[src/rtl/fetch_stage.sv]
// Instruction fetch front end: one outstanding imem request, a one-entry
// stall buffer for late responses, and the IF/ID pipeline register.
module fetch_stage #(
    parameter logic [31:0] RESET_PC = 32'h0000_0000
) (
    input  logic        clk,
    input  logic        rst_n,
    input  logic        stall,
    input  logic        flush,
    input  logic        redirect_valid,
    input  logic [31:0] redirect_pc,
    output logic        imem_req,
    output logic [31:0] imem_addr,
    input  logic        imem_ready,
    input  logic        imem_rvalid,
    input  logic [31:0] imem_rdata,
    output logic        id_valid,
    output logic [31:0] id_instr,
    output logic [31:0] id_pc,
    output logic [6:0]  id_opcode,
    output logic [2:0]  id_funct3,
    output logic [6:0]  id_funct7
);

    typedef enum logic [1:0] {
        S_FETCH = 2'd0,
        S_WAIT  = 2'd1,
        S_HOLD  = 2'd2
    } state_t;

    localparam logic [31:0] NOP = 32'h0000_0013;

    state_t      r_state;
    state_t      w_state_nxt;
    logic [31:0] r_pc;
    logic [31:0] r_pc_req;
    logic        r_discard;
    logic [31:0] r_hold_instr;
    logic [31:0] r_hold_pc;
    logic        r_id_valid;
    logic [31:0] r_id_instr;
    logic [31:0] r_id_pc;

    logic        w_req;
    logic        w_accept;
    logic        w_resp;
    logic        w_deliver_wait;
    logic        w_deliver_hold;
    logic        w_capture;

    always_ff @(posedge clk or negedge rst_n) begin
        if (!rst_n) begin
            r_state <= S_FETCH;
        end else begin
            r_state <= w_state_nxt;
        end
    end

    always_comb begin
        w_state_nxt = r_state;
        case (r_state)
            S_FETCH: if (w_accept) w_state_nxt = S_WAIT;
            S_WAIT:  if (imem_rvalid) w_state_nxt = w_capture ? S_HOLD : S_FETCH;
            S_HOLD:  if (redirect_valid || !stall) w_state_nxt = S_FETCH;
            default: w_state_nxt = S_FETCH;
        endcase
    end

    // A response is usable only if it belongs to the current path.
    always_comb begin
        w_req          = (r_state == S_FETCH) && !stall && !redirect_valid;
        w_accept       = w_req && imem_ready;
        w_resp         = (r_state == S_WAIT) && imem_rvalid && !r_discard && !redirect_valid;
        w_deliver_wait = w_resp && !stall;
        w_capture      = w_resp && stall;
        w_deliver_hold = (r_state == S_HOLD) && !stall && !redirect_valid;
        imem_req       = w_req && rst_n;
    end

    always_ff @(posedge clk or negedge rst_n) begin
        if (!rst_n) begin
            r_pc         <= RESET_PC;
            r_discard    <= 1'b0;
            r_hold_instr <= '0;
            r_hold_pc    <= '0;
        end else begin
            if (redirect_valid) begin
                r_pc <= {redirect_pc[31:2], 2'b00};
            end else if (w_accept) begin
                r_pc <= r_pc + 32'd4;
            end
            if (r_state == S_WAIT) begin
                if (imem_rvalid) begin
                    r_discard <= 1'b0;
                end else if (redirect_valid) begin
                    r_discard <= 1'b1;
                end
            end
            if (w_capture) begin
                r_hold_instr <= imem_rdata;
                r_hold_pc    <= r_pc_req;
            end
        end
    end

    always_ff @(posedge clk) begin
        if (w_accept) begin
            r_pc_req <= r_pc;
        end
    end

    // IF/ID register: flush beats delivery beats stall-hold beats bubble.
    always_ff @(posedge clk or negedge rst_n) begin
        if (!rst_n) begin
            r_id_valid <= 1'b0;
            r_id_instr <= NOP;
            r_id_pc    <= '0;
        end else if (flush) begin
            r_id_valid <= 1'b0;
            r_id_instr <= NOP;
            r_id_pc    <= '0;
        end else if (w_deliver_wait) begin
            r_id_valid <= 1'b1;
            r_id_instr <= imem_rdata;
            r_id_pc    <= r_pc_req;
        end else if (w_deliver_hold) begin
            r_id_valid <= 1'b1;
            r_id_instr <= r_hold_instr;
            r_id_pc    <= r_hold_pc;
        end else if (!stall) begin
            r_id_valid <= 1'b0;
            r_id_instr <= NOP;
            r_id_pc    <= '0;
        end
    end

    assign imem_addr = r_pc;
    assign id_valid  = r_id_valid;
    assign id_instr  = r_id_instr;
    assign id_pc     = r_id_pc;
    assign id_opcode = r_id_instr[6:0];
    assign id_funct3 = r_id_instr[14:12];
    assign id_funct7 = r_id_instr[31:25];

endmodule
[config.mk]
export PLATFORM = sky130hd
export DESIGN_NAME = fetch_stage
export DESIGN_NICKNAME = d
export VERILOG_FILES = /design/src/rtl/fetch_stage.sv
export SDC_FILE = /design/constraint.sdc
export NUM_CORES = 1
export LEC_CHECK = 0
export BUFFER_PORTS_ARGS = -buffer_cell sky130_fd_sc_hd__buf_4
export CAP_MARGIN = 10
export CORE_MARGIN = 2
export CORE_UTILIZATION = 30
export CTS_CLUSTER_SIZE = 28
export DETAILED_ROUTE_END_ITERATION = 16
export SLEW_MARGIN = 10
export SYNTH_ARGS = -nofsm -noshare
export SYNTH_HDL_FRONTEND = slang
export SYNTH_SLANG_ARGS = --single-unit
export TNS_END_PERCENT = 20
[constraint.sdc]
create_clock -name clk -period 2.82 [get_ports clk]
set_input_delay 0.141 -clock clk [delete_from_list [all_inputs] [get_ports clk]]
set_output_delay 0.141 -clock clk [all_outputs]
set_load 0.01 [all_outputs]
## After elaboration in Yosys (flattened, before gate mapping)

Cells that the tools add are included.

| operators by class | value |
|---|---|
| multiplexer cells | 21 |
| add/subtract/negate cells | 1 |
| eq/ne operators | 6 |
| reduce and logical (&&, ||, !) cells | 20 |

Operators with widths:

| kind | number |
|---|---|
| $mux W32 | 10 |
| $add A32 B3 Y32 const B | 1 |
| $logic_and A1 B1 Y1 | 11 |
| $mux W2 | 4 |
| $mux W1 | 6 |
| $ne A2 B2 Y1 const B | 3 |
| $pmux W2 S3 | 1 |
| $ne A4 B1 Y1 const B | 1 |
| $reduce_bool A2 Y1 | 2 |
| $logic_not A1 Y1 | 3 |
| $reduce_and A3 Y1 | 1 |
| $eq A2 B1 Y1 const B | 1 |
| $eq A2 B2 Y1 const B | 1 |
| $logic_not A2 Y1 | 1 |
| $reduce_and A2 Y1 | 1 |
| $logic_or A1 B1 Y1 | 1 |

| storage, ports and cells | value |
|---|---|
| flip-flop bits (word level) | 196 |
| bits of input ports | 71 |
| logic and storage cells | 57 |

## Logic depth before layout (Yosys ltp)

| depth | value |
|---|---|
| depth in word-level cells | 8 |
| gate-level depth with buffers | 8 |

## Least setup slack after synthesis

Ideal clock, no wire load.

| path | value |
|---|---|
| kind | register to register |
| start point | reg r_pc[2], in the netlist imem_addr[2] |
| end point | reg r_pc[24], in the netlist imem_addr[24] |
| path buffers | 1 |
| setup slack | 0.613 ns |
| library setup time | 0.125 ns |
| clock period less this slack | 2.207 ns |
| stages on the path, launching flop included | 7 |
| arrival | 2.082 ns |
| cells stage by stage | dfrtp_1 ha_1 nand3_2 or4_1 buf_2 nor4_1 mux2_2 |

| on the way | value |
|---|---|
| longest elaborated chain between the ends | 3 |

RTL lines:

| what | line | source |
|---|---|---|
| start: declaration | 35 | `logic [31:0] r_pc;` |
| start signal: assignment | 88 | `r_pc <= {redirect_pc[31:2], 2'b00};` |
| start signal: assignment | 90 | `r_pc <= r_pc + 32'd4;` |
| $add A32 B3 Y32 | 90 |  |
| $mux W32 | 89 | `end else if (w_accept) begin` |
| $mux W32 | 87 | `if (redirect_valid) begin` |

No other way between the ends. The select of a mux whose other input is x is not followed.
A chain may end at the register's enable or synchronous reset.

## Worst setup path after layout

Same ends and word-level chain as after synthesis.

==> results.yml <==
worst_hold_path:
  hold_path_startpoint: "redirect_pc[29]"
  hold_class: "in -> reg"
critical_path:
  start_kind: "flip-flop"
  cp-startpoint: "imem_addr[2]"
  worstSetupEndpointType: "flip-flop"
  crit-reg2reg-launch: "imem_addr[2]"
  crit_required_ns: 3.14
  r2r_end: "imem_addr[24]"
  rrSetupSlack_ns: 0.35
  worstPathMaxFanout: 11
  critPathKind: "reg -> reg"
  reg2reg_depth: 5
  crit_arrival_ns: 2.79
  endpoint: "imem_addr[24]"
clocking:
  cts_setup_buffers: 0
  clockRootBuffer: "clkbuf_16"
  clockBufferDepth: 2
  clk_latency_ns: 0.43
  htree_num_levels: 4
  cts.clk_slew.worst_paths_ns: 0.07
  cts_buffers: 17
  cts_tree: "built"
  clock-sinks: 189
floorplan:
  coreArea_um2: 27550
  initial_utilization: 0.3029
  dieArea_um2: 29170
  fp-row-count: 61
  die_x_um: 170.8
  num_io_pins: 186
  die_y_um: 170.8
global_route:
  grt_overflow: 0
  grt_pass1_wl_um: 34450
  grt_pass1_vias: 6215
  antenna_found_initial: 0
  track_usage: 0.1510
  grt_max_degree: 73
power_and_ir_drop:
  vdd_ir_drop_max_mv: 0.4116
  power.density_nw_per_um2: 608.1
  power_mw: 6.796
  p_leak_nw: 4.868
yosys:
  ys_async_sr_fraction: 0.8413
  yosys_warnings: 0
  ys_ff_latch: 189
  yosysUniqueCellTypes: 51
  ys_seq_area_frac: 0.5851
  avgSynthCellArea_um2: 11.96
  netlist_area_um2: 8347
  synth_flop_cell: "dfrtp_1"
  synth_edf_count: 30
  syn_inst: 698
layout:
  nets: 975
  fin_util: 0.4057
  drive_gt1_frac: 0.3417
  design_area_um2: 11180
  area_delta_synth_final_pct: 33.91
  diodes: 0
timing:
  hold_viol_final: 0
  rsz0062_at_grt: "false"
  finClkSkew_ns: 0.008704
  setup_viol: 0
  relSlewSlack: 0.3425
  fin_setup_tns_ns: 0
  timing.fmax_mhz: 404.1
  period_share: 0.8776
  min_period_ns: 2.475
  worstMarginPinSlew_ns: 0.9863
  drv_slew: 0
drt:
  vias_per_cell: 4.890
  drt-pass1-iter-count: 5
  drt-wirelength-per-cell_um: 16.88
  drtAntennaViolNets: 0
  routed_wl_um: 21840
  drt_iter0_drc: 381
  routed-via-count: 6328
  drc_errors: 0
placement:
  post-dp-hpwl_um: 14570
  io_buffers: 181
  dpl_cell_area_um2: 10010
  place.gp.congestion: 0.7850
job:
  drv_cap: 0
status:
  status: "finished clean"
==> state kept, by name, indices dropped and copies added, names as in the netlist <==
name and cells:
id_pc 31, r_discard 1, id_valid 1, r_state 2, r_hold_instr 32, imem_addr 30, id_instr 32, r_hold_pc 30
r_pc_req 30
==> kinds of logic after synthesis <==
family	share of synthesized area
AOI/OAI and AO/OA	0.1004
adders and majority gates	0.001499
muxes	0.1265
and+or+nand+nor	0.1400
buffers and inverters	0.04602
other	0.0004493
DFF	0.5851
==> final cells by class <==
cell class                 instances  area [um2]
fill                            2638       16380
timing repair buffer             253        2066
inverter                          10       37.54
sequential                       189        4883
clock inverter                    15       180.2
tap                              378       473.0
clock buffer                      17       425.4
multi-input combinational        432        3112
==> report_power, final <==
group | leakage (nW) | internal [mW] | total, mW | switching [mW]
clock | 0.297 | 1.34 | 2.48 | 1.14
combinational | 2.23 | 0.543 | 0.943 | 0.401
sequential | 2.34 | 3.13 | 3.37 | 0.240
total | 4.87 | 5.02 | 6.80 | 1.78
==> routing by layer <==
metal  vias to the layer above  global-route usage  share of wire
li1                       2988                   -              -
met1                      3118              0.2172           0.49
met2                       211              0.2345           0.44
met3                        11             0.03470          0.058
met4                         0             0.02750         0.0062
met5                         -                   0              0
==> Yosys cell counts (4+ instances only) <==
cell type,n,area share
nand2_1,60,0.027
nand3_1,19,0.011
clkbuf_1,35,0.016
or3_1,4,0.0030
inv_1,10,0.0045
a21oi_1,6,0.0036
o211ai_1,11,0.0099
a31oi_1,4,0.0030
o21ai_0,38,0.023
nor3_1,40,0.024
and4_1,4,0.0042
and2_1,7,0.0052
a221oi_1,33,0.035
or4_1,11,0.0099
edfxtp_1,30,0.11
nor2b_1,34,0.025
a221o_1,5,0.0060
nand4_1,14,0.010
mux2_2,68,0.092
buf_4,21,0.019
dfrtp_1,156,0.47
o311ai_0,8,0.0084
mux2i_1,29,0.035
and3_1,4,0.0030
nor4_1,4,0.0030
buf_2,9,0.0054
==> cells in the final DEF (no fill, tap or decap), types with 14 or more instances in the layout <==
cell type      netlist  layout
dfrtp_1            156     156
a221oi_1            33      33
mux2i_1             29      29
clkbuf_16            0      17
dlygate4sd3_1        0      55
edfxtp_1            30      30
o21ai_0             38      38
nand3_1             19      18
nor2b_1             34      33
nand4_1             14      14
nand2_1             60      60
mux2_2              68      68
buf_4               21     195
nor3_1              40      40
==> worst min path at each step <==
stage / endpoint / slack, ns / cells after the start
floorplan: id_instr[10] / -0.15 / 0
global placement: id_pc[6] / 0.13 / 1
detailed placement: id_pc[5] / 0.13 / 1
CTS: imem_addr[30] / 0.01 / 4
global route: imem_addr[29] / 0.01 / 3
finish: imem_addr[29] / 0.02 / 3
==> through the flow <==
stage | worst slack [ns] | hold slack, ns | instances
after global routing | 0.2166 | 0.009611 | 1294
after detailed placement | 0.3926 | 0.1301 | 1207
after global placement | 0.4118 | 0.1291 | 1207
after CTS | 0.3719 | 0.01102 | 1294
final | 0.3452 | 0.02447 | 1294
after floorplan | 0.6133 | -0.1546 | 699
==> critical path: stages, from the launching register on <==
cell and delay (ns):
dfrtp_1 0.51, ha_1 0.26, nand3_2 0.13, or4_1 0.75, nor4_1 0.33, mux2_2 0.37
==> what timing repair did <==
| item | CTS | global route |
|---|---|---|
| endpoints found under the hold margin | 107 | 0 |
| resized for setup | 0 | 0 |
| hold buffers | 55 | 0 |
| endpoints found under the setup margin | 0 | 0 |
No activity file was read; power rests on OpenSTA's default activity.
